### src/rtl/avr_frs_pipe_if.sv
// AVR stream port bundle for avr_frs_pipe.
// m_* is the upstream side of the pipe, s_* the downstream side.
// slave  : the view taken by the pipe itself.
// master : the view taken by whatever surrounds the pipe (source + sink).
interface avr_frs_pipe_if #(
  parameter int DW = 256
);
  logic [DW-1:0] m_data;
  logic          m_valid;
  logic          m_ready;
  logic [DW-1:0] s_data;
  logic          s_valid;
  logic          s_ready;

  modport slave (
    input  m_data, m_valid, s_ready,
    output m_ready, s_data, s_valid
  );

  modport master (
    output m_data, m_valid, s_ready,
    input  m_ready, s_data, s_valid
  );
endinterface

### src/rtl/avr_frs_pipe.sv
// Forward register slice chain for AVR (valid/ready) streams.
// Valid and data are registered in every stage; ready is a combinational
// chain from s_ready back to m_ready so a full pipe still moves one beat
// per cycle. Empty stages keep accepting while downstream is stalled, so
// bubbles collapse.
// Optional build macro AVR_FRS_DATA_CLR_EN: a stage that drains without
// refill clears its data register, so s_data reads 0 whenever s_valid is 0.
module avr_frs_pipe #(
  parameter  int DW     = 256,
  parameter  int STAGES = 2,
  parameter  int CNT_W  = 16,
  localparam int OW     = $clog2(STAGES + 1)
) (
  input  logic             clk,
  input  logic             rst_n,
  avr_frs_pipe_if.slave    io,
  input  logic             clr_cnt,
  output logic [OW-1:0]    occupancy,
  output logic [CNT_W-1:0] stall_cnt
);

  if (STAGES < 1 || STAGES > 8) begin : g_bad_stages
    $error("avr_frs_pipe: STAGES must be in 1..8");
  end

  localparam logic [CNT_W-1:0] CNT_MAX = {CNT_W{1'b1}};

  logic              vld [STAGES];
  logic [DW-1:0]     dat [STAGES];
  logic [STAGES-1:0] rdy;

  // Ready chain: a stage can load if it is empty or anything after it can move.
  always_comb begin
    logic acc;
    acc = io.s_ready;
    rdy = '0;
    for (int i = STAGES - 1; i >= 0; i--) begin
      acc    = acc | ~vld[i];
      rdy[i] = acc;
    end
  end

  for (genvar i = 0; i < STAGES; i++) begin : g_stage
    logic          up_vld;
    logic [DW-1:0] up_dat;

    if (i == 0) begin : g_head
      assign up_vld = io.m_valid;
      assign up_dat = io.m_data;
    end else begin : g_body
      assign up_vld = vld[i-1];
      assign up_dat = dat[i-1];
    end

    // Stage register: load from upstream when ready, otherwise hold.
    always_ff @(posedge clk or negedge rst_n) begin
      if (!rst_n) begin
        vld[i] <= 1'b0;
        dat[i] <= '0;
      end else if (rdy[i]) begin
        vld[i] <= up_vld;
        if (up_vld)
          dat[i] <= up_dat;
`ifdef AVR_FRS_DATA_CLR_EN
        else
          dat[i] <= '0;
`endif
      end
    end
  end

  assign io.m_ready = rdy[0];
  assign io.s_valid = vld[STAGES-1];
  assign io.s_data  = dat[STAGES-1];

  // Occupancy is a popcount of the registered stage valids.
  always_comb begin
    occupancy = '0;
    for (int i = 0; i < STAGES; i++)
      occupancy = occupancy + OW'(vld[i]);
  end

  // Saturating count of cycles where the output is blocked; clear wins.
  always_ff @(posedge clk or negedge rst_n) begin
    if (!rst_n)
      stall_cnt <= '0;
    else if (clr_cnt)
      stall_cnt <= '0;
    else if (vld[STAGES-1] && !io.s_ready && stall_cnt != CNT_MAX)
      stall_cnt <= stall_cnt + 1'b1;
  end

endmodule

### src/flat_wrapper.sv
// flat-port wrapper written by rule: the top's interface ports become plain ports
module avr_frs_pipe_flat 
#(
  parameter  int DW     = 256,
  parameter  int STAGES = 2,
  parameter  int CNT_W  = 16,
  localparam int OW     = $clog2(STAGES + 1)
)
  (clk, rst_n, clr_cnt, occupancy, stall_cnt, io_m_data, io_m_valid, io_s_ready, io_m_ready, io_s_data, io_s_valid);
  avr_frs_pipe_if #(.DW(DW)) io_i ();
  input  logic clk;
  input  logic rst_n;
  input  logic clr_cnt;
  output logic [OW-1:0] occupancy;
  output logic [CNT_W-1:0] stall_cnt;
  input wire logic [$bits(io_i.m_data)-1:0] io_m_data;
  input wire logic [$bits(io_i.m_valid)-1:0] io_m_valid;
  input wire logic [$bits(io_i.s_ready)-1:0] io_s_ready;
  output wire logic [$bits(io_i.m_ready)-1:0] io_m_ready;
  output wire logic [$bits(io_i.s_data)-1:0] io_s_data;
  output wire logic [$bits(io_i.s_valid)-1:0] io_s_valid;
  assign io_i.m_data = io_m_data;
  assign io_i.m_valid = io_m_valid;
  assign io_i.s_ready = io_s_ready;
  assign io_m_ready = io_i.m_ready;
  assign io_s_data = io_i.s_data;
  assign io_s_valid = io_i.s_valid;
  avr_frs_pipe #(.DW(DW), .STAGES(STAGES), .CNT_W(CNT_W)) u_core (.clk(clk), .rst_n(rst_n), .io(io_i), .clr_cnt(clr_cnt), .occupancy(occupancy), .stall_cnt(stall_cnt));
endmodule
### config.mk
export PLATFORM = sky130hd
export DESIGN_NAME = avr_frs_pipe_flat
export DESIGN_NICKNAME = d
export VERILOG_FILES = /design/src/rtl/avr_frs_pipe_if.sv /design/src/rtl/avr_frs_pipe.sv /design/src/flat_wrapper.sv
export SDC_FILE = /design/constraint.sdc
export NUM_CORES = 1
export LEC_CHECK = 0
export CORE_MARGIN = 2
export CORE_UTILIZATION = 40
export CTS_BUF_LIST = sky130_fd_sc_hd__clkbuf_8
export DETAILED_ROUTE_END_ITERATION = 6
export PLACE_DENSITY = 0.79
export SYNTH_ARGS = -nofsm -noshare
export SYNTH_HDL_FRONTEND = slang
export SYNTH_SLANG_ARGS = --single-unit
export TNS_END_PERCENT = 100
### constraint.sdc
create_clock -name clk -period 3.2 [get_ports clk]
set_clock_uncertainty 0.05 [all_clocks]
set_input_delay 0.96 -clock clk [delete_from_list [all_inputs] [get_ports clk]]
set_output_delay 0.96 -clock clk [all_outputs]
set_load 0.02 [all_outputs]
==> implementation parameters <==
Parameter                              Value

Run status
  Run status ... finished, final reports clean

Global routing
  Global-route met1 utilization ... 19.56%
  Most congested layer reported by global routing ... met2
  Wire length of the first global-routing pass ... 76010 um
  Global Route met3 Usage ... 8.363%
  Final global-route overflow total ... 0
  Maximum number of pins on one net before global-route repair ... 80
  Global-route usage over all layers ... 19.08%
  Number of global-route vias before repair ... 13800
  Global routing met2 resource utilization ... 33.19%
  Antenna violations before repair ... 3

Pwr
  Total power per unit cell area ... 709.7 nW/um^2
  Switching Share ... 28.92%
  Proportion of power drawn by the clock network ... 29.3%
  Switching pwr ... 5.798 mW
  Share of power burned in combinational logic ... 26.9%
  Maximum VDD drop ... 0.0005528 V
  Lkg Pwr ... 11.89 nW
  Sequential cell fraction of total power ... 43.8%
  Internal power ... 14.25 mW

Setup path
  Crit Path Max Fanout ... 4
  Required time reported for the critical path endpoint ... 2.19 ns
  Critical path startpoint category ... flip-flop
  R2r startpoint ... u_core.stall_cnt[0]
  Kind of end point of the critical path ... primary output
  CP cell instances ... ha_1, clkdlybuf4s50_1
  Cell at the slowest stage of the critical path ... sky130_fd_sc_hd__clkdlybuf4s50_1
  Worst setup slack for register-to-register paths ... 1.02 ns
  Worst path max stage delay ... 0.60 ns
  Crit Reg-Reg Endpoint ... u_core.stall_cnt[5]
  R2R cell count ... 5
  Arrival time reported for the critical path endpoint ... 2.06 ns
  Type of the worst setup path ... reg -> out

Drt
  Pre-Repair DR Iteration Count ... 4
  ANT nets after route ... 0
  Number of remaining DRC errors ... 0
  Via count normalized by instance count ... 4.866
  Total routed wirelength ... 49590 um
  Count of routing violations after the opening detailed-route iteration ... 376
  Drt wl/cell ... 19.58 um
  Total number of vias ... 12330

Synthesis
  Synthesized flop and latch total ... 530
  Cell variety after synth ... 34
  Dominant cells by area after synthesis ... sky130_fd_sc_hd__dfrtp_1 (66%), sky130_fd_sc_hd__mux2_2 (28%), sky130_fd_sc_hd__mux2_1 (1.0%)
  Synth Net Count ... 1452
  Gate count of the mapped netlist ... 1189
  Warnings from Yosys ... 0
  Async set-reset flop share out of synthesis ... 100.0%
  Post-synth EDFFs ... 0
  Synthesized area ... 19960 sq um
  Share of the synthesized area in the top cell type ... 66.46%
  Proportion of synthesized chip area in sequential cells ... 66.46%
  Cell type contributing the most total cell area after synthesis ... sky130_fd_sc_hd__dfrtp_1
  Syn avg cell area ... 16.78 sq um
  Post-synth top flop ... sky130_fd_sc_hd__dfrtp_1

STA
  Final setup violation count ... 0
  Worst slew margin relative to its limit ... 48.99%
  Final hold violations ... 0
  FMAX ... 0.3259 GHz
  Worst hold slack across all endpoints ... 0.2609 ns
  Transition time at the pin with the least slew margin ... 0.7582 ns
  Pins Over Slew Limit ... 0
  Setup Total Neg Slack ... 0 ns
  Final period util ... 95.87%
  Setup repair after global routing missed its margin ... no
  Post-route minimum period ... 3.068 ns

CTS
  Clock Path Buffers ... 3
  Post-cts repair resize count ... 1
  Clock Sinks ... 530
  Post-CTS repair timing setup buffer count ... 0
  Total number of H-tree levels ... 3
  Clock slew at reported path FFs ... 0.06 ns
  Number of buffers created by CTS ... 87
  Insertion delay to the later sink of the worst-skew pair ... 0.65 ns
  Clock Root Buffer ... sky130_fd_sc_hd__clkbuf_8
  TritonCTS clock tree ... yes
  CTS Hold Bufs ... 0

Placement
  GP Congestion ... 0.8058
  Total half-perimeter wirelength after legalization and detailed placement ... 35880 um
  Placed cells ... 2382
  Number of buffer cells added on primary ports ... 536

Final layout
  Final net count ... 2070
  Most common cell after layout, fill and taps aside ... sky130_fd_sc_hd__clkdlybuf4s50_1
  Layout cells sized above 1 ... 36.64%
  Commonest cells after routing, fill and taps aside ... sky130_fd_sc_hd__clkdlybuf4s50_1 (534), sky130_fd_sc_hd__dfrtp_1 (530), sky130_fd_sc_hd__mux2_2 (495), sky130_fd_sc_hd__clkbuf_8 (110), sky130_fd_sc_hd__buf_4 (32)
  Area added between synthesis and finish ... 41.53%
  Fin cells ... 2533

Floorplan
  Total core area ... 49050 sq um
  Initial core utilization ... 40.68%
  Die span in x ... 227.4 um
  I/O pin total ... 537
  Standard-cell row count ... 81
  Die area ... 51690 sq um
  Die H ... 227.4 um

Job
  Maximum capacitance violations ... 0

Min path
  Type of the worst min-delay path ... in -> async
flip-flops by register name (all words and copies together) (netlist names):
name / cells
u_core.g_stage.up_vld: 1
u_core.io.s_data: 256
u_core.g_stage.up_dat: 256
u_core.io.s_valid: 1
u_core.stall_cnt: 16
power groups by stage:
stage	logic, mW	registers, mW	clock network [mW]
floorplan	1.54	9.79	0
global placement	5.32	8.77	0
detailed placement	5.43	8.88	0
CTS	5.46	8.78	6.07
global route	5.70	8.92	6.39
finish	5.39	8.77	5.88
cells by family (layout without fill, tap and decap cells):
| group | after synthesis | in the layout | share of synthesized area, % |
|---|---|---|---|
| DFF | 530 | 530 | 66.46 |
| other | 0 | 2 | 0 |
| muxes | 513 | 513 | 28.95 |
| buffers and inverters | 64 | 742 | 1.887 |
| AOI/OAI and AO/OA | 29 | 29 | 0.8151 |
| adders and majority gates | 2 | 2 | 0.1254 |
| and+or+nand+nor | 51 | 51 | 1.762 |
Yosys cell counts (2+ instances only):
master                     count
sky130_fd_sc_hd__nand2_1       5
sky130_fd_sc_hd__nor4_1        3
sky130_fd_sc_hd__and2_1        2
sky130_fd_sc_hd__nor3_1        3
sky130_fd_sc_hd__clkbuf_1      4
sky130_fd_sc_hd__nor2b_1       2
sky130_fd_sc_hd__nand4_1       8
sky130_fd_sc_hd__or4_1         2
sky130_fd_sc_hd__or3_2         2
sky130_fd_sc_hd__dfrtp_1     530
sky130_fd_sc_hd__nand2b_1      3
sky130_fd_sc_hd__a21oi_1      13
sky130_fd_sc_hd__inv_1         3
sky130_fd_sc_hd__o21ai_0      10
sky130_fd_sc_hd__mux2_2      495
sky130_fd_sc_hd__or3_1         9
sky130_fd_sc_hd__o31ai_1       3
sky130_fd_sc_hd__and4_1        2
sky130_fd_sc_hd__mux2_1       18
sky130_fd_sc_hd__buf_2        31
sky130_fd_sc_hd__nand3_1       4
sky130_fd_sc_hd__ha_1          2
sky130_fd_sc_hd__buf_4        24
worst max-delay path: cells and delay by family (launching register included):
kind	cells	cell delay [ns]
flops	1	0.49
fa+ha+maj	1	0.33
buf+inv	1	0.60
per-stage QoR:
| step | instance area (sq um) | util (%) | worst slack [ns] | total power [mW] |
|---|---|---|---|---|
| after floorplan | 19960 | - | 0.7948 | 11.33 |
| after global placement | 26490 | 54.00 | -0.1025 | 14.09 |
| after detailed placement | 26490 | 54.00 | -0.05029 | 14.31 |
| after CTS | 28240 | 57.57 | 0.03380 | 20.31 |
| after global routing | 28240 | 57.58 | 0.02944 | 21.01 |
| final | 28240 | 57.58 | 0.1320 | 20.04 |
how the worst max path moves through the flow:
stage	from	endpoint	slack, ns	cells after the start
2_1_floorplan	io_s_ready	u_core.g_stage[1].up_dat[215]	0.79	7
3_3_place_gp	io_s_ready	io_m_ready	-0.10	4
3_5_place_dp	io_s_ready	io_m_ready	-0.05	4
4_1_cts	u_core.g_stage[1].up_vld	occupancy[0]	0.03	2
5_1_grt	u_core.g_stage[1].up_vld	occupancy[0]	0.03	2
6_report	u_core.g_stage[1].up_vld	occupancy[0]	0.13	2
cell type report:
cell class              count  area (sq um)
multi-input cells         595          6331
diodes                      2         5.005
repair buffers            590          6050
well taps                 664         830.8
clock inverters            39         239.0
fillers                  3872         20810
flip-flops and latches    530         13260
inverters                   3         11.26
clock buffers             110          1514
metal layers:
metal	vias to the layer above	routed length, um
met3	115	5246
met5	-	13
met2	483	25260
met1	6257	17180
li1	5469	-
met4	2	1888
Power figures use the tool's default switching activity.
